--- config.mk ---
export PLATFORM = sky130hd
export DESIGN_NAME = poly_link_host_flat
export DESIGN_NICKNAME = d
export VERILOG_FILES = /design/src/rtl/poly_link_pkg.sv /design/src/rtl/poly_link_host_if.sv /design/src/rtl/poly_frame_parser.sv /design/src/rtl/poly_link_host.sv /design/src/flat_wrapper.sv
export SDC_FILE = /design/constraint.sdc
export NUM_CORES = 1
export LEC_CHECK = 0
export CAP_MARGIN = 10
export CORE_MARGIN = 2
export CORE_UTILIZATION = 50
export CTS_BUF_LIST = sky130_fd_sc_hd__clkbuf_4 sky130_fd_sc_hd__clkbuf_8 sky130_fd_sc_hd__clkbuf_16
export DETAILED_ROUTE_END_ITERATION = 12
export PLACE_DENSITY = 0.75
export SYNTH_ARGS = -nofsm -noshare
export SYNTH_HDL_FRONTEND = slang
export SYNTH_SLANG_ARGS = --single-unit
--- constraint.sdc ---
create_clock -name clk -period 3.1 [get_ports clk]
set_clock_uncertainty 0.15 [all_clocks]
set_input_delay 0.31 -clock clk [delete_from_list [all_inputs] [get_ports clk]]
set_output_delay 0.31 -clock clk [all_outputs]
set_load 0.02 [all_outputs]
--- src/rtl/poly_link_pkg.sv ---
// Shared definitions for the polynomial-search link host.
// Holds the link byte codes and the state encodings of the transmit
// FSM and the receive frame parser.
package poly_link_pkg;

  // Link control codes
  localparam logic [7:0] CODE_START = 8'hF0;
  localparam logic [7:0] CODE_END   = 8'hFF;
  localparam logic [7:0] CODE_ACCK  = 8'hF1;
  localparam logic [7:0] CODE_ERR   = 8'hEE;
  localparam logic [7:0] CODE_FAIL  = 8'hF2;

  // Transmit side: wait for a job, stream the frame, wait for the reply
  typedef enum logic [1:0] {
    TX_IDLE      = 2'd0,
    TX_SEND      = 2'd1,
    TX_WAIT_RESP = 2'd2
  } txState_e;

  // Receive side: look for a code, collect a FOUND payload, expect END
  typedef enum logic [1:0] {
    R_IDLE    = 2'd0,
    R_PAYLOAD = 2'd1,
    R_END     = 2'd2
  } rxState_e;

endpackage

--- src/rtl/poly_link_host_if.sv ---
// Bundle of the job handshake and the byte-level Transmitter/Receiver
// signals of the link host.
//   cmd_valid/cmd_ready/cmd_poly : job offer from the local source
//   tx_byte/tx_drl/tx_load       : byte stream towards the Transmitter
//   rx_byte/rx_take              : bytes arriving from the Receiver
// slave  : the host engine side
// master : the job source / transceiver side (testbench or wrapper)
interface poly_link_host_if #(
  parameter int NUM_OF_TAPS = 5
);
  logic                     cmd_valid;
  logic                     cmd_ready;
  logic [NUM_OF_TAPS*8-1:0] cmd_poly;
  logic [7:0]               tx_byte;
  logic                     tx_drl;
  logic                     tx_load;
  logic [7:0]               rx_byte;
  logic                     rx_take;

  modport slave (
    input  cmd_valid, cmd_poly, tx_load, rx_byte, rx_take,
    output cmd_ready, tx_byte, tx_drl
  );

  modport master (
    output cmd_valid, cmd_poly, tx_load, rx_byte, rx_take,
    input  cmd_ready, tx_byte, tx_drl
  );
endinterface

--- src/rtl/poly_frame_parser.sv ---
// Receive-side parser of the link host.
// Recognises FOUND frames (START, payload, END), FAIL notices and the
// single-byte ACCK/ERR replies, which are handed to the parent only while
// it is waiting for a reply.
//   clk, res          : clock, synchronous active-low reset
//   rxTake_i/rxByte_i : received byte strobe and data
//   inWait_i          : parent transmit FSM is waiting for a reply
//   respAck_o/respErr_o : same-cycle ACCK/ERR indication to the parent
//   freeSlot_o        : same-cycle request to decrement the busy count
//   fail_o, protoErr_o, foundValid_o : registered one-cycle pulses
//   foundPoly_o       : last complete FOUND polynomial
module poly_frame_parser
  import poly_link_pkg::*;
#(
  parameter int NUM_OF_TAPS = 5
) (
  input  logic                     clk,
  input  logic                     res,
  input  logic                     rxTake_i,
  input  logic [7:0]               rxByte_i,
  input  logic                     inWait_i,
  output logic                     respAck_o,
  output logic                     respErr_o,
  output logic                     freeSlot_o,
  output logic                     fail_o,
  output logic                     protoErr_o,
  output logic                     foundValid_o,
  output logic [NUM_OF_TAPS*8-1:0] foundPoly_o
);

  localparam int W     = NUM_OF_TAPS * 8;
  localparam int CNT_W = $clog2(NUM_OF_TAPS + 1);

  rxState_e         rxState_q, rxState_d;
  logic [CNT_W-1:0] count_q, count_d;
  logic [W-1:0]     shadow_q, shadow_d;
  logic [W-1:0]     foundPoly_q, foundPoly_d;
  logic             fail_q, fail_d;
  logic             protoErr_q, protoErr_d;
  logic             foundValid_q, foundValid_d;

  // State and output registers; reset also throws away any partly
  // received frame held in the shadow buffer.
  always_ff @(posedge clk) begin
    if (!res) begin
      rxState_q    <= R_IDLE;
      count_q      <= '0;
      shadow_q     <= '0;
      foundPoly_q  <= '0;
      fail_q       <= 1'b0;
      protoErr_q   <= 1'b0;
      foundValid_q <= 1'b0;
    end else begin
      rxState_q    <= rxState_d;
      count_q      <= count_d;
      shadow_q     <= shadow_d;
      foundPoly_q  <= foundPoly_d;
      fail_q       <= fail_d;
      protoErr_q   <= protoErr_d;
      foundValid_q <= foundValid_d;
    end
  end

  // Next-state logic. Payload bytes are stored blindly so that data bytes
  // equal to a code value are never misread as that code; only the byte
  // after the payload must be END for the frame to count.
  always_comb begin
    rxState_d    = rxState_q;
    count_d      = count_q;
    shadow_d     = shadow_q;
    foundPoly_d  = foundPoly_q;
    fail_d       = 1'b0;
    protoErr_d   = 1'b0;
    foundValid_d = 1'b0;
    respAck_o    = 1'b0;
    respErr_o    = 1'b0;
    freeSlot_o   = 1'b0;
    if (rxTake_i) begin
      unique case (rxState_q)
        R_IDLE: begin
          if (rxByte_i == CODE_START) begin
            rxState_d = R_PAYLOAD;
            count_d   = CNT_W'(1);
          end else if (rxByte_i == CODE_FAIL) begin
            fail_d     = 1'b1;
            freeSlot_o = 1'b1;
          end else if (inWait_i && rxByte_i == CODE_ACCK) begin
            respAck_o = 1'b1;
          end else if (inWait_i && rxByte_i == CODE_ERR) begin
            respErr_o = 1'b1;
          end else begin
            protoErr_d = 1'b1;
          end
        end
        R_PAYLOAD: begin
          for (int k = 1; k <= NUM_OF_TAPS; k++) begin
            if (int'(count_q) == k) shadow_d[k*8-1 -: 8] = rxByte_i;
          end
          if (int'(count_q) == NUM_OF_TAPS) rxState_d = R_END;
          else count_d = count_q + CNT_W'(1);
        end
        R_END: begin
          if (rxByte_i == CODE_END) begin
            foundPoly_d  = shadow_q;
            foundValid_d = 1'b1;
            freeSlot_o   = 1'b1;
          end else begin
            protoErr_d = 1'b1;
          end
          rxState_d = R_IDLE;
        end
        default: rxState_d = R_IDLE;
      endcase
    end
  end

  assign fail_o       = fail_q;
  assign protoErr_o   = protoErr_q;
  assign foundValid_o = foundValid_q;
  assign foundPoly_o  = foundPoly_q;

endmodule

--- src/rtl/poly_link_host.sv ---
// Host-side protocol engine of the polynomial-search link.
// Frames each accepted polynomial as START, payload (byte 1 first), END,
// hands the bytes to the Transmitter, then waits for the one-byte reply.
// Also tracks how many far-end search modules hold a polynomial.
//   clk, res  : clock, synchronous active-low reset
//   link      : job handshake plus Transmitter/Receiver byte signals
//   ack, err, timeout, reject : transmit-side one-cycle event pulses
//   fail, proto_err, found_valid : receive-side one-cycle event pulses
//   found_poly : last polynomial reported in a FOUND frame
//   busy_count : search modules currently holding a polynomial
module poly_link_host
  import poly_link_pkg::*;
#(
  parameter int NUM_OF_TAPS    = 5,
  parameter int NUM_OF_MODULES = 20,
  parameter int TIMEOUT_CYCLES = 2_000_000
) (
  input  logic                     clk,
  input  logic                     res,
  poly_link_host_if.slave          link,
  output logic                     ack,
  output logic                     err,
  output logic                     fail,
  output logic                     timeout,
  output logic                     reject,
  output logic                     proto_err,
  output logic                     found_valid,
  output logic [NUM_OF_TAPS*8-1:0] found_poly,
  output logic [7:0]               busy_count
);

  localparam int W     = NUM_OF_TAPS * 8;
  localparam int IDX_W = $clog2(NUM_OF_TAPS + 2);
  localparam int TO_W  = $clog2(TIMEOUT_CYCLES);
  localparam logic [IDX_W-1:0] IDX_LAST = IDX_W'(NUM_OF_TAPS + 1);
  localparam logic [TO_W-1:0]  TO_LAST  = TO_W'(TIMEOUT_CYCLES - 1);

  txState_e         txState_q, txState_d;
  logic [IDX_W-1:0] byteIdx_q, byteIdx_d;
  logic [W-1:0]     poly_q, poly_d;
  logic [TO_W-1:0]  timeoutCnt_q, timeoutCnt_d;
  logic [7:0]       busyCount_q, busyCount_d;
  logic             ack_q, ack_d;
  logic             err_q, err_d;
  logic             timeout_q, timeout_d;
  logic             reject_q, reject_d;

  logic       cmdReady;
  logic       hasEndByte;
  logic [7:0] txByte;
  logic       busyInc;
  logic       inWait;
  logic       respAck, respErr, freeSlot;

  assign inWait = (txState_q == TX_WAIT_RESP);

  poly_frame_parser #(
    .NUM_OF_TAPS(NUM_OF_TAPS)
  ) u_parser (
    .clk          (clk),
    .res          (res),
    .rxTake_i     (link.rx_take),
    .rxByte_i     (link.rx_byte),
    .inWait_i     (inWait),
    .respAck_o    (respAck),
    .respErr_o    (respErr),
    .freeSlot_o   (freeSlot),
    .fail_o       (fail),
    .protoErr_o   (proto_err),
    .foundValid_o (found_valid),
    .foundPoly_o  (found_poly)
  );

  // State register for the transmit FSM, timeout counter and busy count;
  // a reset mid-frame simply drops back to idle so tx_drl falls at once.
  always_ff @(posedge clk) begin
    if (!res) begin
      txState_q    <= TX_IDLE;
      byteIdx_q    <= '0;
      poly_q       <= '0;
      timeoutCnt_q <= '0;
      busyCount_q  <= '0;
      ack_q        <= 1'b0;
      err_q        <= 1'b0;
      timeout_q    <= 1'b0;
      reject_q     <= 1'b0;
    end else begin
      txState_q    <= txState_d;
      byteIdx_q    <= byteIdx_d;
      poly_q       <= poly_d;
      timeoutCnt_q <= timeoutCnt_d;
      busyCount_q  <= busyCount_d;
      ack_q        <= ack_d;
      err_q        <= err_d;
      timeout_q    <= timeout_d;
      reject_q     <= reject_d;
    end
  end

  // A payload byte equal to END would make the far end close the frame
  // early, so such polynomials are refused at the handshake.
  always_comb begin
    hasEndByte = 1'b0;
    for (int k = 0; k < NUM_OF_TAPS; k++) begin
      if (link.cmd_poly[k*8 +: 8] == CODE_END) hasEndByte = 1'b1;
    end
  end

  // Transmit FSM next-state logic. The reply wait gives ACCK/ERR priority
  // over a timeout landing in the same cycle.
  always_comb begin
    txState_d    = txState_q;
    byteIdx_d    = byteIdx_q;
    poly_d       = poly_q;
    timeoutCnt_d = timeoutCnt_q;
    ack_d        = 1'b0;
    err_d        = 1'b0;
    timeout_d    = 1'b0;
    reject_d     = 1'b0;
    busyInc      = 1'b0;
    cmdReady     = 1'b0;
    unique case (txState_q)
      TX_IDLE: begin
        cmdReady = res && (busyCount_q < 8'(NUM_OF_MODULES));
        if (link.cmd_valid && cmdReady) begin
          if (hasEndByte) begin
            reject_d = 1'b1;
          end else begin
            poly_d    = link.cmd_poly;
            byteIdx_d = '0;
            txState_d = TX_SEND;
          end
        end
      end
      TX_SEND: begin
        if (link.tx_load) begin
          if (byteIdx_q == IDX_LAST) begin
            txState_d    = TX_WAIT_RESP;
            timeoutCnt_d = '0;
          end else begin
            byteIdx_d = byteIdx_q + IDX_W'(1);
          end
        end
      end
      TX_WAIT_RESP: begin
        if (respAck) begin
          ack_d     = 1'b1;
          busyInc   = 1'b1;
          txState_d = TX_IDLE;
        end else if (respErr) begin
          err_d     = 1'b1;
          txState_d = TX_IDLE;
        end else if (timeoutCnt_q == TO_LAST) begin
          timeout_d = 1'b1;
          txState_d = TX_IDLE;
        end else begin
          timeoutCnt_d = timeoutCnt_q + TO_W'(1);
        end
      end
      default: txState_d = TX_IDLE;
    endcase
  end

  // Byte presented to the Transmitter: START, payload byte 1 first, END.
  // Driven purely from registers so it stays put until the next tx_load.
  always_comb begin
    txByte = 8'h00;
    if (txState_q == TX_SEND) begin
      if (byteIdx_q == '0) begin
        txByte = CODE_START;
      end else if (byteIdx_q == IDX_LAST) begin
        txByte = CODE_END;
      end else begin
        for (int k = 1; k <= NUM_OF_TAPS; k++) begin
          if (int'(byteIdx_q) == k) txByte = poly_q[k*8-1 -: 8];
        end
      end
    end
  end

  // Busy count: an ACCK and a release in the same cycle cancel out, and a
  // release with nothing outstanding leaves the count at zero.
  always_comb begin
    busyCount_d = busyCount_q;
    if (busyInc && !freeSlot) begin
      busyCount_d = busyCount_q + 8'd1;
    end else if (!busyInc && freeSlot && busyCount_q != 8'd0) begin
      busyCount_d = busyCount_q - 8'd1;
    end
  end

  assign link.cmd_ready = cmdReady;
  assign link.tx_byte   = txByte;
  assign link.tx_drl    = (txState_q == TX_SEND);
  assign ack            = ack_q;
  assign err            = err_q;
  assign timeout        = timeout_q;
  assign reject         = reject_q;
  assign busy_count     = busyCount_q;

endmodule
--- src/flat_wrapper.sv ---
// flat-port wrapper written by rule: the top's interface ports become plain ports
module poly_link_host_flat import poly_link_pkg::*;
#(
  parameter int NUM_OF_TAPS    = 5,
  parameter int NUM_OF_MODULES = 20,
  parameter int TIMEOUT_CYCLES = 2_000_000
)
  (clk, res, ack, err, fail, timeout, reject, proto_err, found_valid, found_poly, busy_count, link_cmd_valid, link_cmd_poly, link_tx_load, link_rx_byte, link_rx_take, link_cmd_ready, link_tx_byte, link_tx_drl);
  poly_link_host_if #(.NUM_OF_TAPS(NUM_OF_TAPS)) link_i ();
  input  logic clk;
  input  logic res;
  output logic ack;
  output logic err;
  output logic fail;
  output logic timeout;
  output logic reject;
  output logic proto_err;
  output logic found_valid;
  output logic [NUM_OF_TAPS*8-1:0] found_poly;
  output logic [7:0] busy_count;
  input wire logic [$bits(link_i.cmd_valid)-1:0] link_cmd_valid;
  input wire logic [$bits(link_i.cmd_poly)-1:0] link_cmd_poly;
  input wire logic [$bits(link_i.tx_load)-1:0] link_tx_load;
  input wire logic [$bits(link_i.rx_byte)-1:0] link_rx_byte;
  input wire logic [$bits(link_i.rx_take)-1:0] link_rx_take;
  output wire logic [$bits(link_i.cmd_ready)-1:0] link_cmd_ready;
  output wire logic [$bits(link_i.tx_byte)-1:0] link_tx_byte;
  output wire logic [$bits(link_i.tx_drl)-1:0] link_tx_drl;
  assign link_i.cmd_valid = link_cmd_valid;
  assign link_i.cmd_poly = link_cmd_poly;
  assign link_i.tx_load = link_tx_load;
  assign link_i.rx_byte = link_rx_byte;
  assign link_i.rx_take = link_rx_take;
  assign link_cmd_ready = link_i.cmd_ready;
  assign link_tx_byte = link_i.tx_byte;
  assign link_tx_drl = link_i.tx_drl;
  poly_link_host #(.NUM_OF_TAPS(NUM_OF_TAPS), .NUM_OF_MODULES(NUM_OF_MODULES), .TIMEOUT_CYCLES(TIMEOUT_CYCLES)) u_core (.clk(clk), .res(res), .link(link_i), .ack(ack), .err(err), .fail(fail), .timeout(timeout), .reject(reject), .proto_err(proto_err), .found_valid(found_valid), .found_poly(found_poly), .busy_count(busy_count));
endmodule
After elaboration in Yosys (flattened, before gate mapping)

Index checks and enable logic that the tools add are counted.

Register bits after elaboration: 166
Word-level logic and storage cells: 170
Input bits: 53
Output and inout port bits: 65

Eq/ne operators: 38
Order comparisons: 1
Add/sub/neg operators: 5
Bitwise logic cells: 3
Muxes and demuxes: 68
Reduce and logical (&&, ||, !) cells: 35

Operator list:

| kind                    | number |
|---|---|
| $mux W21                | 5 |
| $eq A8 B8 Y1 const B    | 10 |
| $mux W8                 | 10 |
| $pmux W21 S2            | 1 |
| $reduce_and A3 Y1       | 11 |
| $mux W1                 | 31 |
| $eq A3 B3 Y1 const B    | 9 |
| $add A21 B1 Y21 const B | 1 |
| $eq A21 B21 Y1 const B  | 1 |
| $mux W2                 | 9 |
| $mux W3                 | 6 |
| $ne A2 B2 Y1 const B    | 9 |
| $pmux W3 S2             | 2 |
| $reduce_and A5 Y1       | 2 |
| $add A8 B1 Y8 const B   | 1 |
| $lt A8 B5 Y1 const B    | 1 |
| $reduce_bool A2 Y1      | 4 |
| $reduce_bool A8 Y1      | 1 |
| $sub A8 B1 Y8 const B   | 1 |
| $logic_and A1 B1 Y1     | 7 |
| $add A3 B1 Y3 const B   | 2 |
| $eq A3 B2 Y1 const B    | 2 |
| $pmux W2 S3             | 1 |
| $reduce_and A6 Y1       | 1 |
| 14 further kinds        | 22 |

Longest topological paths before layout

Depth after elaboration: 14
Depth in mapped cells: 12

By module

From an unflattened synthesis, not the netlist that was laid out.

Cells, all modules: 904
Area total of the unflattened synthesis: 7516.0 um^2

By module, submodules not included:

| module            | area an instance (um^2) | instances | cells each | sequential area each (um^2) |
|---|---|---|---|---|
| poly_link_host    | 4098.9                  | 1         | 524        | 1561.5 |
| poly_frame_parser | 3417.0                  | 1         | 380        | 1761.7 |

Worst setup path after synthesis

OpenSTA, ideal clock, no wires.

Path type: input to register
From: input link_rx_byte[3]
To: register u_core.busyCount_q[6], in the netlist u_core.busy_count[6]
Stages: 12
Library setup time: 134 ps
Data required time: 2816 ps
Slack: 193 ps
Arrival time: 2623 ps
Cells stage by stage: buf_2 > or4b_4 > nor2_2 > and3_1 > buf_6 > inv_4 > fa_1 > a211oi_1 > nor2_1 > mux2_2 > o22ai_1 > a21oi_1

Word-level cells in the longest chain between the ends: 13
Elaborated cells between the ends (all ways): 24
Those cells by class: eq/ne (4); mux (13); reduce/logical (7)

RTL lines:

| element                          | line                    | text |
|---|---|---|
| start, declared                  | flat_wrapper.sv:24      | `input wire logic [$bits(link_i.rx_byte)-1:0] link_rx_byte;` |
| $eq A8 B8 Y1                     | poly_frame_parser.sv:87 | `end else if (inWait_i && rxByte_i == CODE_ACCK) begin` |
| $logic_and A1 B1 Y1              | poly_frame_parser.sv:87 |  |
| $mux W1                          | poly_frame_parser.sv:87 |  |
| $mux W1                          | poly_frame_parser.sv:84 | `end else if (rxByte_i == CODE_FAIL) begin` |
| $mux W1                          | poly_frame_parser.sv:81 | `if (rxByte_i == CODE_START) begin` |
| $mux W1                          | poly_frame_parser.sv:79 | `unique case (rxState_q)` |
| $mux W1                          | poly_frame_parser.sv:78 | `if (rxTake_i) begin` |
| $mux W1                          | poly_link_host.sv:146   | `if (respAck) begin` |
| $mux W1                          | poly_link_host.sv:122   | `unique case (txState_q)` |
| $logic_not A1 Y1                 | poly_link_host.sv:187   | `end else if (!busyInc && freeSlot && busyCount_q != 8'd0) begin` |
| $logic_and A1 B1 Y1 (2 in a row) | poly_link_host.sv:187   |  |
| $reduce_bool A2 Y1 (no line)     | -                       |  |
| end signal, assigned             | poly_link_host.sv:92    | `busyCount_q <= busyCount_d;` |
| end, declared                    | poly_link_host.sv:42    | `logic [7:0] busyCount_q, busyCount_d;` |

Several ways; a longest one is shown, not always the timed one.
A chain may end at the register's enable or synchronous reset.

Worst setup path after layout

From: input link_rx_byte[4]
To: register u_core.busyCount_q[6], in the netlist u_core.busy_count[6]

The elaborated chain is that of the path after synthesis.

==> run_results.csv <==
group,metric,value,unit
status,status,"completed",
place,portBuffers,117,
place,gp_congestion,0.903,
yosys,async_flop_share,0,%
pwr,vdd_ir_drop_max,417,uV
worst_hold_path,hold_path_class,"reg -> reg",
layout,seqCellArea,3320,um2
floorplanning,initial_core_util,50.8,%
grt,grt_max_degree,93,
yosys,synth_top_area_share,43.3,%
yosys,synth_area,7670,um2
cts,cts_setup_buffers,0,
cts,path_clk_slew,70,ps
cts,clkLatencyLatePin,430,ps
yosys,ys_seq_elements,166,
yosys,avgSynthCellArea,7.94,um2
routing,vias,7458,
yosys,yosysMostFrequentCell,"dfxtp_1",
layout,diodes,0,
cts,cts_buffer_depth,2,
routing,detail-route-antenna-nets,0,
critical_path,critPathKind,"in -> reg",
timing,timing.fmax,0.339,GHz
grt,grt_antenna_before_repair,0,
cts,cts_buffers,17,
floorplanning,coreArea,15100,um2
cts,htree_levels,4,
yosys,ys_types,70,
layout,final_cell_count_no_fill,1281,
yosys,syn_inst,966,
yosys,synth_area_leaders,"dfxtp_1 43%, a21oi_1 9.4%, nand2_1 7.9%",
timing,finalMaxSlewViolations,0,
grt,grt_overflow,0,
critical_path,arrival,3060,ps
timing,hold_viol_final,0,
grt,track_usage,25.5,%
routing,drc,0,
floorplanning,boundaryPins,118,
critical_path,cp.required,3210,ps
pwr,p_leak,3.48,nW
layout,utilization,64.3,%
floorplanning,dieHeight,128,um
timing,post-route-period-util,95.2,%
floorplanning,die_w,128,um
yosys,synth_seq_area_share,43.3,%
yosys,yosysWarnings,0,
routing,drtPass1Iterations,5,
routing,wire_per_inst,16.1,um
cts,cts_root_buf,"clkbuf_16",
routing,route.final.wire_length,20.6,mm
job,cap_violations,0,
yosys,synth_area_leader_cell,"dfxtp_1",
yosys,synth_edf_count,0,
pwr,p_total,4.51,mW
pwr,power_density,465,nW/um2
yosys,synth_nets,1037,
place,dp_hpwl,14.2,mm
timing,maxSlewHeadroom,36.3,%
layout,drive_gt1_share,9.33,%
timing,tightest_slew,956,ps
critical_path,crit_fanout,8,
grt,grt_pass1_wl,33.7,mm
yosys,yosys-top-cells-count,"166 x dfxtp_1, 162 x nand2_1, 144 x a21oi_1, 81 x nand3_1, 65 x o21ai_0",
critical_path,crit_path_end_kind,"flip-flop",
floorplanning,dieArea,16300,um2
place,placed_cells,1250,
layout,nNetsFinal,1152,
cts,cts_tree,"done",
routing,drt_iter0_markers,614,
routing,viasPerCell,5.82,
cts,cts_hold_buf,0,
yosys,dominantRegCellSynth,"dfxtp_1",
layout,multi_input_area,4030,um2
floorplanning,rows,45,
critical_path,cpPeakStageDelay,540,ps
layout,areaGrowthSynthToFinish,26.5,%
layout,fill_cells,1352,
timing,whs,301,ps
timing,finalSetupViolCount,0,
cts,cts.sinks,166,
critical_path,slowest_stage,"clkdlybuf4s50_1",
timing,final.min_clock_period,2950,ps
grt,grt_pass1_vias,6889,
critical_path,crit_chain,"clkdlybuf4s50_1 -> or4b_4 -> nor2_2 -> and3_1 -> inv_4 -> fa_1 -> a211oi_2 -> nor2_1 -> mux2_2 -> o22ai_1 -> a21oi_1",
critical_path,worstSetupStartpointType,"input pin",
-- layout make-up --
| type | instances | area share (%) |
|---|---|---|
| multi-input combinational | 719 | 41.5 |
| sequential | 166 | 34.2 |
| timing repair buffer | 161 | 15.4 |
| clock buffer | 18 | 4.46 |
| tap | 188 | 2.42 |
| clock inverter | 13 | 1.29 |
| inverter | 16 | 0.670 |
-- cell usage in the layout, fill, tap and decap left out, types with 4 or more instances in the layout --
master           Yosys  final
a21oi_1            144    144
a221o_1              5      5
a31oi_1              4      4
and2_1               5      5
and3_1               9      9
and4_1               6      6
buf_4                1     44
clkbuf_16            0     17
clkbuf_2             0      4
clkdlybuf4s50_1      0    109
clkinvlp_4           0      4
dfxtp_1            166    166
dlymetal6s2s_1       0      4
ha_1                17     15
inv_1               15     14
mux2i_1             19     19
nand2_1            162    162
nand2b_1            10     10
nand3_1             81     81
nand3b_1             4      4
nand4_1             18     18
nand4b_1             4      4
nor2_1              51     51
nor3_1              11     10
nor4_1               6      6
o211ai_1             8      8
o21ai_0             65     64
o22ai_1              6      6
o31ai_1              7      7
or2_2                4      4
or3_1                5      5
or4_1               10     10
-- per-stage QoR --
stage | setup TNS [ps] | instance area, um2 | setup WS [ps]
floorplan | 0 | 7670 | 193
global placement | -575 | 9150 | -238
detailed placement | -759 | 9150 | -280
CTS | 0 | 9700 | 43.1
global route | -2.40 | 9710 | -2.40
finish | 0 | 9710 | 149
-- cell families after synthesis --
kind of cell	after synthesis	synth area share, %
AND/OR/NAND/NOR	401	25.2
adder cells (fa/ha/maj)	18	3.03
multiplexers	22	2.97
XOR/XNOR	2	0.228
buffers and inverters	81	4.40
AO/OA/AOI/OAI	276	20.8
flip-flops	166	43.3
-- report_power, final --
part	internal (mW)	switching (mW)	total, mW
sequential	2.16	0.0175	2.18
clock	1.12	0.907	2.03
combinational	0.133	0.171	0.305
total	3.42	1.10	4.51
-- state kept, by name, indices dropped and copies added (netlist names), 3 cells and up --
register,flops
u_core.u_parser.count_q,3
u_core.u_parser.foundPoly_o,40
u_core.timeoutCnt_q,21
u_core.u_parser.shadow_q,40
u_core.busy_count,8
u_core.poly_q,40
u_core.byteIdx_q,3
-- routing by layer --
| metal | wire length [um] | part of all wire [%] | up-vias | track usage [%] |
|---|---|---|---|---|
| met5 | 0 | 0 | - | 0 |
| met4 | 270 | 1.3 | 0 | 8.34 |
| met3 | 1100 | 5.3 | 29 | 4.80 |
| met2 | 9650 | 47 | 225 | 40.6 |
| met1 | 9590 | 47 | 3504 | 35.1 |
| li1 | - | - | 3700 | - |
-- final timing paths --
check | from | endpoint | slack, ps | cells after the start
max | link_rx_byte[4] | u_core.busy_count[6] | 150 | 11
max reg2reg | u_core.u_parser.rxState_q[0] | u_core.busy_count[6] | 320 | 10
min | u_core.u_parser.foundPoly_o[14] | u_core.u_parser.foundPoly_o[14] | 300 | 2
min reg2reg | u_core.u_parser.foundPoly_o[14] | u_core.u_parser.foundPoly_o[14] | 300 | 2
-- worst max-delay path, delay by kind of cell --
family	cells	cell delay [ps]
AND/OR/NAND/NOR	4	940
buffers and inverters	2	620
AO/OA/AOI/OAI	3	460
adder cells (fa/ha/maj)	1	430
multiplexers	1	280
-- what timing repair did --
item	4_1_cts	5_1_grt
pin swaps	0	0
endpoints found under the setup margin	8	9
gates resized for setup	6	15
Note: power is estimated with default switching activity, not from simulation.
